[src/rtl/vmem_fill.sv]
// Rectangle-fill engine in front of the vmem write port.
// CPU pixel writes win; the engine stalls and resumes in raster order.
module vmem_fill (
  input  logic        clk_i,
  input  logic        rst_ni,
  input  logic        cfg_we_i,
  input  logic [1:0]  cfg_addr_i,
  input  logic [31:0] cfg_wdata_i,
  output logic [31:0] cfg_rdata_o,
  input  logic        cpu_vmem_we_i,
  input  logic [15:0] cpu_vmem_addr_i,
  input  logic [15:0] cpu_vmem_wdata_i,
  output logic        vmem_we_o,
  output logic [15:0] vmem_addr_o,
  output logic [15:0] vmem_wdata_o,
  output logic        busy_o,
  output logic        done_o
);

  typedef enum logic {IDLE, RUN} state_e;

  state_e      state_q;
  logic [7:0]  x0_q, y0_q, wm1_q, hm1_q;
  logic [15:0] color_q;
  logic [7:0]  lx0_q, lwm1_q, lhm1_q;
  logic [7:0]  cx_q, cy_q, i_q, j_q;
  logic [15:0] lcol_q;
  logic        done_q, flag_q;
  logic [31:0] rdata_q, rdata_d;

  logic ctrl_we, start, abort, eng_we, row_end, last;
  logic unused_wdata;

  assign unused_wdata = ^cfg_wdata_i[31:16];

  assign ctrl_we = cfg_we_i && (cfg_addr_i == 2'd3);
  assign start   = ctrl_we && cfg_wdata_i[0];
  assign abort   = ctrl_we && cfg_wdata_i[1];
  assign eng_we  = (state_q == RUN) && !cpu_vmem_we_i;
  assign row_end = (i_q == lwm1_q);
  assign last    = row_end && (j_q == lhm1_q);

  always_comb begin
    rdata_d = 32'd0;
    unique case (cfg_addr_i)
      2'd0: rdata_d = {16'd0, y0_q, x0_q};
      2'd1: rdata_d = {16'd0, hm1_q, wm1_q};
      2'd2: rdata_d = {16'd0, color_q};
      2'd3: rdata_d = {30'd0, flag_q, state_q == RUN};
    endcase
  end

  always_ff @(posedge clk_i or negedge rst_ni) begin
    if (!rst_ni) begin
      state_q <= IDLE;
      x0_q    <= '0;
      y0_q    <= '0;
      wm1_q   <= '0;
      hm1_q   <= '0;
      color_q <= '0;
      lx0_q   <= '0;
      lwm1_q  <= '0;
      lhm1_q  <= '0;
      lcol_q  <= '0;
      cx_q    <= '0;
      cy_q    <= '0;
      i_q     <= '0;
      j_q     <= '0;
      done_q  <= 1'b0;
      flag_q  <= 1'b0;
      rdata_q <= '0;
    end else begin
      rdata_q <= rdata_d;
      done_q  <= 1'b0;
      if (cfg_we_i) begin
        unique case (cfg_addr_i)
          2'd0: {y0_q, x0_q}   <= cfg_wdata_i[15:0];
          2'd1: {hm1_q, wm1_q} <= cfg_wdata_i[15:0];
          2'd2: color_q        <= cfg_wdata_i[15:0];
          2'd3: ;
        endcase
      end
      unique case (state_q)
        IDLE: begin
          if (start) begin
            state_q <= RUN;
            lx0_q   <= x0_q;
            lwm1_q  <= wm1_q;
            lhm1_q  <= hm1_q;
            lcol_q  <= color_q;
            cx_q    <= x0_q;
            cy_q    <= y0_q;
            i_q     <= '0;
            j_q     <= '0;
            flag_q  <= 1'b0;
          end
        end
        RUN: begin
          if (abort) begin
            state_q <= IDLE;
          end else if (eng_we) begin
            if (last) begin
              state_q <= IDLE;
              done_q  <= 1'b1;
              flag_q  <= 1'b1;
            end else if (row_end) begin
              i_q  <= '0;
              cx_q <= lx0_q;
              cy_q <= cy_q + 8'd1;
              j_q  <= j_q + 8'd1;
            end else begin
              i_q  <= i_q + 8'd1;
              cx_q <= cx_q + 8'd1;
            end
          end
        end
      endcase
    end
  end

  always_comb begin
    vmem_we_o    = 1'b0;
    vmem_addr_o  = {cy_q, cx_q};
    vmem_wdata_o = lcol_q;
    if (cpu_vmem_we_i) begin
      vmem_we_o    = 1'b1;
      vmem_addr_o  = cpu_vmem_addr_i;
      vmem_wdata_o = cpu_vmem_wdata_i;
    end else if (eng_we) begin
      vmem_we_o = 1'b1;
    end
  end

  assign cfg_rdata_o = rdata_q;
  assign busy_o      = (state_q == RUN);
  assign done_o      = done_q;

endmodule

[config.mk]
export PLATFORM = sky130hd
export DESIGN_NAME = vmem_fill
export DESIGN_NICKNAME = d
export VERILOG_FILES = /design/src/rtl/vmem_fill.sv
export SDC_FILE = /design/constraint.sdc
export NUM_CORES = 1
export LEC_CHECK = 0
export CAP_MARGIN = 20
export CORE_UTILIZATION = 35
export CTS_BUF_LIST = sky130_fd_sc_hd__clkbuf_4 sky130_fd_sc_hd__clkbuf_8
export DETAILED_ROUTE_END_ITERATION = 6
export GPL_TIMING_DRIVEN = 0
export HOLD_SLACK_MARGIN = 0.12
export SYNTH_ARGS = -nofsm -noshare
export SYNTH_HDL_FRONTEND = slang
export SYNTH_SLANG_ARGS = --single-unit
[constraint.sdc]
create_clock -name clk_i -period 3.7 [get_ports clk_i]
set_input_delay 0.555 -clock clk_i [delete_from_list [all_inputs] [get_ports clk_i]]
set_output_delay 0.555 -clock clk_i [all_outputs]
set_load 0.02 [all_outputs]
==> summary.txt, run 1 <==
=================================================================================
Unrepaired setup endpoints after global routing                                no
Number of DRC markers after the initial detailed-route iteration              473
Crit start category                                                          flop
Clk Latency, worst-skew pair                                               450 ps
Placer's final routability congestion estimate                              0.885
Total I/O pin count                                                           137
Htree depth                                                                     4
Max stage delay on crit path                                               610 ps
Total area of sequential cells                                        0.00348 mm2
Max-slew violation count                                                        0
Setup repair bufs after CTS                                                     0
Number of buffer and inverter instances along the worst setup path              3
Die extent in x                                                            144 um
Worst Setup End Kind                                                  output port
Tcrit/Tclk final                                                            91.6%
First drt pass iteration count                                                  5
Summed instance area of the synthesized netlist                       0.00707 mm2
Normalized max-slew margin                                                  40.9%
Resized Gates After CTS                                                         0
Number of vias per cell                                                      5.11
Worst-path cell chain                                                clkbuf_1 -> clkbuf_1 -> or2_2 -> clkdlybuf4s50_1
Clock transition at path regs                                               80 ps
CP max-delay cell                                                    clkdlybuf4s50_1
Final count of negative-setup-slack endpoints                                   0
Arrival time at the worst endpoint                                        2830 ps
Core Rows                                                                      51
Classification of the worst setup path                                 reg -> out
Fraction of power spent switching nets                                      38.9%
Total Routed Length                                                       19.1 mm
Cell variety after synth                                                       69
Layout Nets                                                                   887
Max Cap Viol                                                                    0
Fraction of layout cells with a size suffix above 1                         19.3%
Worst-margin pin slew                                                      886 ps
Number of global-route vias before repair                                    5438
Area enclosed by the die boundary                                      0.0208 mm2
Post-synthesis instance total                                                 675
TritonCTS Buffers                                                              17
Minimum clock period                                                      3390 ps
# DRC                                                                           0
Post-synth EDFFs                                                                0
Largest delay share family, worst path                               buffers and inverters
Combinational cell fraction of total power                                  36.9%
Root cell of the clock tree                                              clkbuf_8
Vias                                                                         5565
Total count of hold-check failures in the final report                          0
Most area-consuming cells after synthesis                            dfrtp_1 49%, mux2_2 11%, nand2_1 8.7%
Outcome                                                              complete, no violations
Top flip-flop cell by instance count after synthesis                      dfrtp_1
Global routing usage summed across all routing layers                       19.5%
Area share of the largest cell type after synthesis                         49.2%
Switching power                                                           2.21 mW
Clock group share of total power                                            20.7%
Clock skew                                                                12.0 ps
Routed Antenna Nets                                                             0
Wire length of the first global-routing pass                              30.4 mm
Max IR drop VDD                                                          0.249 mV
Number of buffers between clock root and the deepest sink                       2
Number of hold buffers added after CTS                                          0
Effective utilization at floorplan                                          36.0%
Total gr overflow                                                               0
Std-Cell Core Area                                                     0.0197 mm2
Worst-path maximum fanout                                                      10
Total negative setup slack                                                   0 ps
Achievable frequency                                                    0.295 GHz
Minimum setup slack among reg-to-reg paths                                1350 ps
Vertical die dimension                                                     144 um
Leakage component of the power                                            3.87 nW
Worst path required time                                                  3140 ps
Layout fillers                                                               1897
Synth cell count leaders                                             163 x nand2_1, 139 x dfrtp_1, 72 x mux2_2, 29 x o21ai_0, 24 x clkbuf_1
Register bit count reported by yosys                                          139
P per Cell Area                                                        639 mW/mm2
Proportion of power drawn by flip-flops and latches                         42.4%
Pin count of the biggest net entering global routing                           73
Hpwl dp                                                                   13.8 mm
Area Growth Syn to Fin                                                      25.6%
Classification of the worst-slack hold path                           in -> async
Post-synthesis async set-or-reset flop share                                 100%
Count of inserted antenna diode cells                                           0
Total Power Consumption                                                   5.68 mW
Sequential-to-total area share from yosys stat                              49.2%
Worst setup margin                                                         311 ps
Initial antenna violation count                                                 0
Post-synthesis area per instance                                         10.5 um2
Number of warnings reported in the yosys synthesis log                          0
Cell with the most instances on the worst path                           clkbuf_1
Sinks on Clock Net                                                            139
Top cell type by total area after synthesis                               dfrtp_1
Post-Place Setup Slack                                                     603 ps
Multi-input logic area                                                0.00332 mm2
Cell with the most instances after synthesis                              nand2_1
# port buffers                                                                103
Average wire per standard cell                                            17.5 um
Clock tree from TritonCTS                                                    done
Internal power contribution                                               3.47 mW
=================================================================================
## routing by layer
metal | global-route usage (%) | up-vias | part of all wire [%]
met5 | 0 | - | 0
met4 | 5.21 | 0 | 1.2
met3 | 5.66 | 20 | 7.4
met2 | 28.8 | 195 | 43
met1 | 27.8 | 2706 | 48
li1 | - | 2644 | -
## through the flow
| step | util [%] | cells | hold WS, ps | cell area (um2) |
|---|---|---|---|---|
| after floorplan | - | 690 | 259 | 7130 |
| after global placement | 43.2 | 1058 | 462 | 8490 |
| after detailed placement | 43.3 | 1059 | 459 | 8520 |
| after CTS | 45.2 | 1090 | 128 | 8880 |
| after global routing | 45.2 | 1090 | 147 | 8880 |
| final | 45.2 | 1090 | 106 | 8880 |
## power groups by stage
stage	Combinational (mW)	Sequential (mW)	Clock, mW
final	2.09	2.41	1.18
after global routing	2.29	2.47	1.27
after CTS	2.10	2.40	1.20
after detailed placement	2.09	2.42	0
after global placement	2.06	2.43	0
after floorplan	1.41	2.32	0
## worst paths after layout
kind                            startpoint          to  cells after the start
worst min-delay path                rst_ni     cy_q[6]                      1
min in group clk_i              lcol_q[11]  lcol_q[11]                      2
max in group asynchronous           rst_ni   lwm1_q[3]                      2
worst max register to register      i_q[4]      flag_q                      6
worst min register to register  lcol_q[11]  lcol_q[11]                      2
worst max-delay path                busy_o   vmem_we_o                      4
## worst register-to-register path, delay by kind of cell (launching register included)
kind            cells  cell delay, ps
flops               1             440
simple gates        3            1190
compound gates      1             180
xor+xnor            1             230
buf+inv             1             250
## kinds of logic (layout without fill, tap and decap cells)
| logic type | Yosys count | after routing | synth area share, % |
|---|---|---|---|
| fa+ha+maj | 4 | 4 | 0.708 |
| flops | 139 | 139 | 49.2 |
| buf+inv | 67 | 202 | 4.64 |
| other cells | 1 | 16 | 0.0530 |
| mux | 97 | 97 | 15.4 |
| compound gates | 99 | 99 | 10.9 |
| simple gates | 252 | 252 | 16.3 |
| xor+xnor | 16 | 16 | 2.72 |
## cells in the final DEF, fill, tap and decap left out, drive strengths merged, types with 3 or more instances in the layout
cell type and count:
clkinvlp 5, o22ai 3, o31ai 5, dfrtp 139, a221oi 7, a21oi 5, nor2b 6, o311a 4
a31oi 4, and4 5, nand4 9, clkbuf 43, ha 4, o32ai 4, or2 3, o21ai 33
inv 18, clkdlybuf4s50 102, buf 32, mux2 74, o2111ai 3, nor4 3, xnor2 16, nor3 10
nand3 18, nand2 163, or3 5, a221o 6, and3 7, conb 16, nor2 16, mux2i 21
## final cells by class
type	instances	share of cell area, %
Timing Repair Buffer	104	11.9
Multi-Input combinational cell	484	37.4
Tap cell	265	3.73
Clock buffer	19	2.80
Clock inverter	12	1.31
Buffer	54	3.14
Sequential cell	139	39.1
Inverter	13	0.549
Power figures use the tool's default switching activity.
==> run 2: changes to the inputs <==
- CORE_MARGIN: default -> 8
==> run 2 against run 1 <==
Clock power grew 8%. Critical path depth is the same. Highest routed layer unchanged. Critical endpoint unchanged. Setup slack gained 15 ps.
==> summary.txt, run 2 (same netlist as run 1, synthesis figures left out) <==
===============================================================================
Arrival time at the worst endpoint                                      2820 ps
Max-slew violation count                                                      0
Initial antenna violation count                                               0
Count of inserted antenna diode cells                                         0
Crit start category                                                        flop
CP max-delay cell                                                  clkdlybuf4s50_1
Total gr overflow                                                             0
Outcome                                                            complete, no violations
Capture endpoint of the worst hold path                              lcol_q[14]
Vertical die dimension                                                   158 um
Max stage delay on crit path                                             600 ps
Fraction of power spent switching nets                                    38.9%
Minimum setup slack among reg-to-reg paths                              1250 ps
Worst-margin pin slew                                                    931 ps
Root cell of the clock tree                                            clkbuf_8
Normalized max-slew margin                                                38.0%
Clock tree from TritonCTS                                                  done
R2R Path End                                                             flag_q
Wire length of the first global-routing pass                            31.4 mm
Clock transition at path regs                                             80 ps
Origin of the worst min-delay path                                   lcol_q[14]
Unrepaired setup endpoints after global routing                              no
Proportion of power drawn by flip-flops and latches                       41.6%
Pin count of the biggest net entering global routing                         90
Htree depth                                                                   4
Worst-path cell chain                                              clkbuf_1 -> clkbuf_1 -> or2_2 -> clkdlybuf4s50_1
Final count of negative-setup-slack endpoints                                 0
Hpwl dp                                                                 14.9 mm
Max Cap Viol                                                                  0
Number of global-route vias before repair                                  5443
Max IR drop VDD                                                        0.259 mV
Achievable frequency                                                  0.296 GHz
Area enclosed by the die boundary                                    0.0250 mm2
Number of buffers between clock root and the deepest sink                     2
Clock group share of total power                                          21.9%
Area Growth Syn to Fin                                                    26.3%
Cell with the most instances on the worst path                         clkbuf_1
# DRC                                                                         0
Worst slack on hold paths                                                482 ps
First drt pass iteration count                                                5
Clk Latency, worst-skew pair                                             460 ps
Critical register-to-register path startpoint                            i_q[4]
Resized Gates After CTS                                                       0
Die extent in x                                                          158 um
Number of vias per cell                                                    5.10
P per Cell Area                                                      648 mW/mm2
Core Rows                                                                    52
# port buffers                                                              103
Placer's final routability congestion estimate                            0.840
Depth of the worst register-to-register path                                  6
Total Routed Length                                                     20.2 mm
Commonest non-fill, non-tap cell in the layout                          nand2_1
Worst path required time                                                3140 ps
Worst Setup End Kind                                                output port
Tcrit/Tclk final                                                          91.2%
Leakage component of the power                                          3.89 nW
Number of instances on the worst hold path                                    2
Global routing usage summed across all routing layers                     16.4%
Routed Antenna Nets                                                           0
Vias                                                                       5595
Fraction of layout cells with a size suffix above 1                       19.2%
Effective utilization at floorplan                                        35.3%
Combinational cell fraction of total power                                36.4%
Minimum clock period                                                    3370 ps
Clock skew                                                              15.0 ps
Total I/O pin count                                                         137
Classification of the worst setup path                               reg -> out
TritonCTS Buffers                                                            17
Total count of hold-check failures in the final report                        0
Number of DRC markers after the initial detailed-route iteration            490
Total negative setup slack                                                 0 ps
Core occupancy in the finished layout                                     44.6%
Commonest cells after routing, fill and taps aside                 163 x nand2_1, 139 x dfrtp_1, 102 x clkdlybuf4s50_1, 72 x mux2_2, 29 x o21ai_0
Layout fillers                                                             1950
Worst-path maximum fanout                                                    10
Sinks on Clock Net                                                          139
Switching power                                                         2.25 mW
Layout Nets                                                                 888
Average wire per standard cell                                          18.5 um
Internal power contribution                                             3.53 mW
Std-Cell Core Area                                                   0.0200 mm2
Classification of the worst-slack hold path                          reg -> reg
===============================================================================
## run 2: cell count changes in the layout (fill, tap and decap cells not counted)
| cell | change |
|---|---|
| clkinv_4 | +1 |
| dlygate4sd3_1 | +1 |
| bufinv_16 | +1 |
| clkinvlp_4 | -2 |
| clkbuf_4 | -2 |
| inv_6 | +1 |
| inv_8 | +1 |
## run 2: power by group through the flow
stage | clock, mW | sequential [mW] | combinational, mW
global route | 1.36 | 2.48 | 2.30
finish | 1.27 | 2.41 | 2.11
detailed placement | 0 | 2.43 | 2.11
global placement | 0 | 2.42 | 2.08
CTS | 1.29 | 2.40 | 2.12
floorplan | 0 | 2.32 | 1.41
## run 2: how the worst max path moves through the flow
stage                        startpoint        endpoint  slack (ps)  depth (start not counted)
after CTS                        busy_o       vmem_we_o         310                          4
after detailed placement  cfg_addr_i[0]          i_q[2]         440                          7
final                            busy_o       vmem_we_o         330                          4
after global placement           rst_ni  cfg_rdata_o[5]       -3710                          1
after floorplan           cpu_vmem_we_i  vmem_addr_o[0]        1660                          3
after global routing             busy_o       vmem_we_o         230                          4
## run 2: repair_timing
| item | in CTS | in global routing |
|---|---|---|
| hold buffers | 1 | 0 |
| buffers inserted | 0 | 0 |
| endpoints found under the hold margin | 50 | 0 |
## run 2: layout make-up
type / instances / area, um2 / area share (%)
tap: 270 / 338 / 3.78
multi-input combinational: 484 / 3320 / 37.2
clock buffer: 17 / 234 / 2.62
inverter: 13 / 48.8 / 0.546
buffer: 54 / 279 / 3.12
timing repair buffer: 105 / 1070 / 12.0
sequential: 139 / 3480 / 39.0
clock inverter: 14 / 160 / 1.79
## run 2: per-layer routing
layer | global-route usage [%] | vias to the layer above | routed length (um) | share of wire, %
li1 | - | 2648 | - | -
met1 | 23.2 | 2732 | 9460 | 47
met2 | 24.7 | 195 | 9060 | 45
met3 | 4.10 | 20 | 1500 | 7.4
met4 | 4.09 | 0 | 212 | 1.0
met5 | 0 | - | 0 | 0
## run 2: critical path, delay by kind of cell (launching register included)
kind          cells  cell delay [ps]
buf+inv           3             1600
simple gates      1              210
flops             1              550
## run 2: metrics by stage
stage | instance area (um2) | power, mW | setup slack (ps) | std cells
final | 8930 | 5.78 | 326 | 1096
after CTS | 8930 | 5.81 | 312 | 1096
after global placement | 8500 | 4.49 | -3710 | 1063
after floorplan | 7130 | 3.73 | 1660 | 690
after detailed placement | 8530 | 4.53 | 437 | 1064
after global routing | 8930 | 6.13 | 225 | 1096
==> run 3: changes to the inputs <==
- CTS_CLUSTER_SIZE: default -> 28
- clock period: 3.7 -> 4.3 ns (I/O delays scaled with it)
==> run 3 against run 2 <==
Via count decreased by 1.2%. Sequential share of layout area barely moved. First-iteration DRC count down 5.9%. Global-route usage is essentially flat. Final cell count hardly changed. Clock power is 14% lower. Clock-buffer cell count stayed put. Critical path depth is the same. Sequential power shrank 14%. Non-clock buffer count decreased by 1.
==> summary.txt, run 3 (same netlist as run 1, synthesis figures left out) <==
=================================================================================
Outcome                                                              complete, no violations
Worst-path maximum fanout                                                      10
Classification of the worst setup path                                 reg -> out
P per Cell Area                                                        558 mW/mm2
Worst slack on hold paths                                                  143 ps
Vertical die dimension                                                     158 um
Pin count of the biggest net entering global routing                           90
Start point of the critical path                                           busy_o
# DRC                                                                           0
Clock transition at path regs                                               90 ps
Resized Gates After CTS                                                         0
Core Rows                                                                      52
Hpwl dp                                                                   14.9 mm
Total negative setup slack                                                   0 ps
Clk Latency, worst-skew pair                                               460 ps
TritonCTS Buffers                                                              17
Number of buffer and inverter instances along the worst setup path              3
Unrepaired setup endpoints after global routing                                no
Max stage delay on crit path                                               600 ps
Placer's final routability congestion estimate                              0.840
Classification of the worst-slack hold path                           in -> async
Leakage component of the power                                            3.89 nW
Worst-margin pin slew                                                      927 ps
Area Growth Syn to Fin                                                      26.1%
Max-slew violation count                                                        0
Critical register-to-register path startpoint                              i_q[4]
Non-filler instance count after layout                                       1095
Routed Antenna Nets                                                             0
Minimum clock period                                                      3430 ps
Achievable frequency                                                    0.291 GHz
Number of DRC markers after the initial detailed-route iteration              461
Total I/O pin count                                                           137
# port buffers                                                                103
Worst Setup End Kind                                                  output port
Max IR drop VDD                                                          0.221 mV
Met3 track utilization from global routing                                  4.10%
Htree depth                                                                     4
Vias                                                                         5526
Fraction of layout cells with a size suffix above 1                         19.3%
Tcrit/Tclk final                                                            79.8%
Total Power Consumption                                                   4.97 mW
Number of vias per cell                                                      5.05
Setup repair bufs after CTS                                                     0
Arrival time at the worst endpoint                                        2790 ps
Crit start category                                                          flop
Cell with the most instances on the worst path                           clkbuf_1
Average wire per standard cell                                            18.5 um
GR peak layer                                                                met2
Total count of hold-check failures in the final report                          0
Max Cap Viol                                                                    0
Depth of the worst register-to-register path                                    6
Global routing usage summed across all routing layers                       16.4%
CP max-delay cell                                                    clkdlybuf4s50_1
Effective utilization at floorplan                                          35.3%
Commonest cells after routing, fill and taps aside                   163 x nand2_1, 139 x dfrtp_1, 102 x clkdlybuf4s50_1, 72 x mux2_2, 29 x o21ai_0
Initial antenna violation count                                                 0
Number of buffers between clock root and the deepest sink                       2
Layout Nets                                                                   887
Wire length of the first global-routing pass                              31.4 mm
Met1 usage in global routing                                                23.2%
Root cell of the clock tree                                              clkbuf_8
R2R Path End                                                               flag_q
Final count of negative-setup-slack endpoints                                   0
Clock skew                                                                15.6 ps
Total gr overflow                                                               0
Global Route met2 Usage                                                     24.7%
Total Routed Length                                                       20.2 mm
Worst-path cell chain                                                clkbuf_1 -> clkbuf_1 -> or2_2 -> clkdlybuf4s50_1
Clock tree from TritonCTS                                                    done
Minimum setup slack among reg-to-reg paths                                1870 ps
Count of inserted antenna diode cells                                           0
Number of hold buffers added after CTS                                          0
Instance count after placement with tap cells included                       1064
Number of global-route vias before repair                                    5437
Largest delay share family, worst path                               buffers and inverters
Sinks on Clock Net                                                            139
Std-Cell Core Area                                                     0.0200 mm2
Normalized max-slew margin                                                  38.2%
Area enclosed by the die boundary                                      0.0250 mm2
Commonest non-fill, non-tap cell in the layout                            nand2_1
Die extent in x                                                            158 um
First drt pass iteration count                                                  5
Worst path required time                                                  3650 ps
=================================================================================
run 3: cell types whose count changed in the layout (fill, tap and decap cells not counted):
cell and delta:
dlygate4sd3_1 -1
run 3: worst max-delay path by stage:
stage                     endpoint  slack (ps)  depth (start not counted)
finish                   vmem_we_o         870                          4
global route             vmem_we_o         740                          4
floorplan           vmem_addr_o[0]        2080                          3
detailed placement          i_q[2]         950                          7
CTS                      vmem_we_o         820                          4
global placement    cfg_rdata_o[5]       -3200                          1
run 3: through the flow:
step / cell area [um2] / utilization, % / setup slack, ps
after floorplan: 7130 / - / 2080
after global placement: 8500 / 42.4 / -3200
after detailed placement: 8530 / 42.5 / 947
after CTS: 8920 / 44.5 / 822
after global routing: 8920 / 44.5 / 735
final: 8920 / 44.5 / 867
run 3: layout make-up:
| type | instances | area [um2] |
|---|---|---|
| inverter | 13 | 48.8 |
| tap | 270 | 338 |
| clock inverter | 14 | 160 |
| timing repair buffer | 104 | 1060 |
| multi-input combinational | 484 | 3320 |
| sequential | 139 | 3480 |
| buffer | 54 | 279 |
| clock buffer | 17 | 234 |
| fill | 1951 | 11100 |
run 3: metal layers:
layer / vias to the layer above / wire length (um)
met2: 179 / 9080
met4: 0 / 212
met1: 2687 / 9570
met5: - / 0
met3: 20 / 1360
li1: 2640 / -
run 3: worst register-to-register path: cells and delay by family, from the launching register on:
kind	cells	cell delay (ps)
compound gates	1	180
xor+xnor	1	290
buf+inv	1	250
flops	1	440
simple gates	3	1200
run 3: report_power, final:
group	switching (mW)	internal, mW	total, mW
Sequential	0.378	1.69	2.07
Clock	0.564	0.526	1.09
Combinational	0.992	0.820	1.81
Total	1.93	3.04	4.97
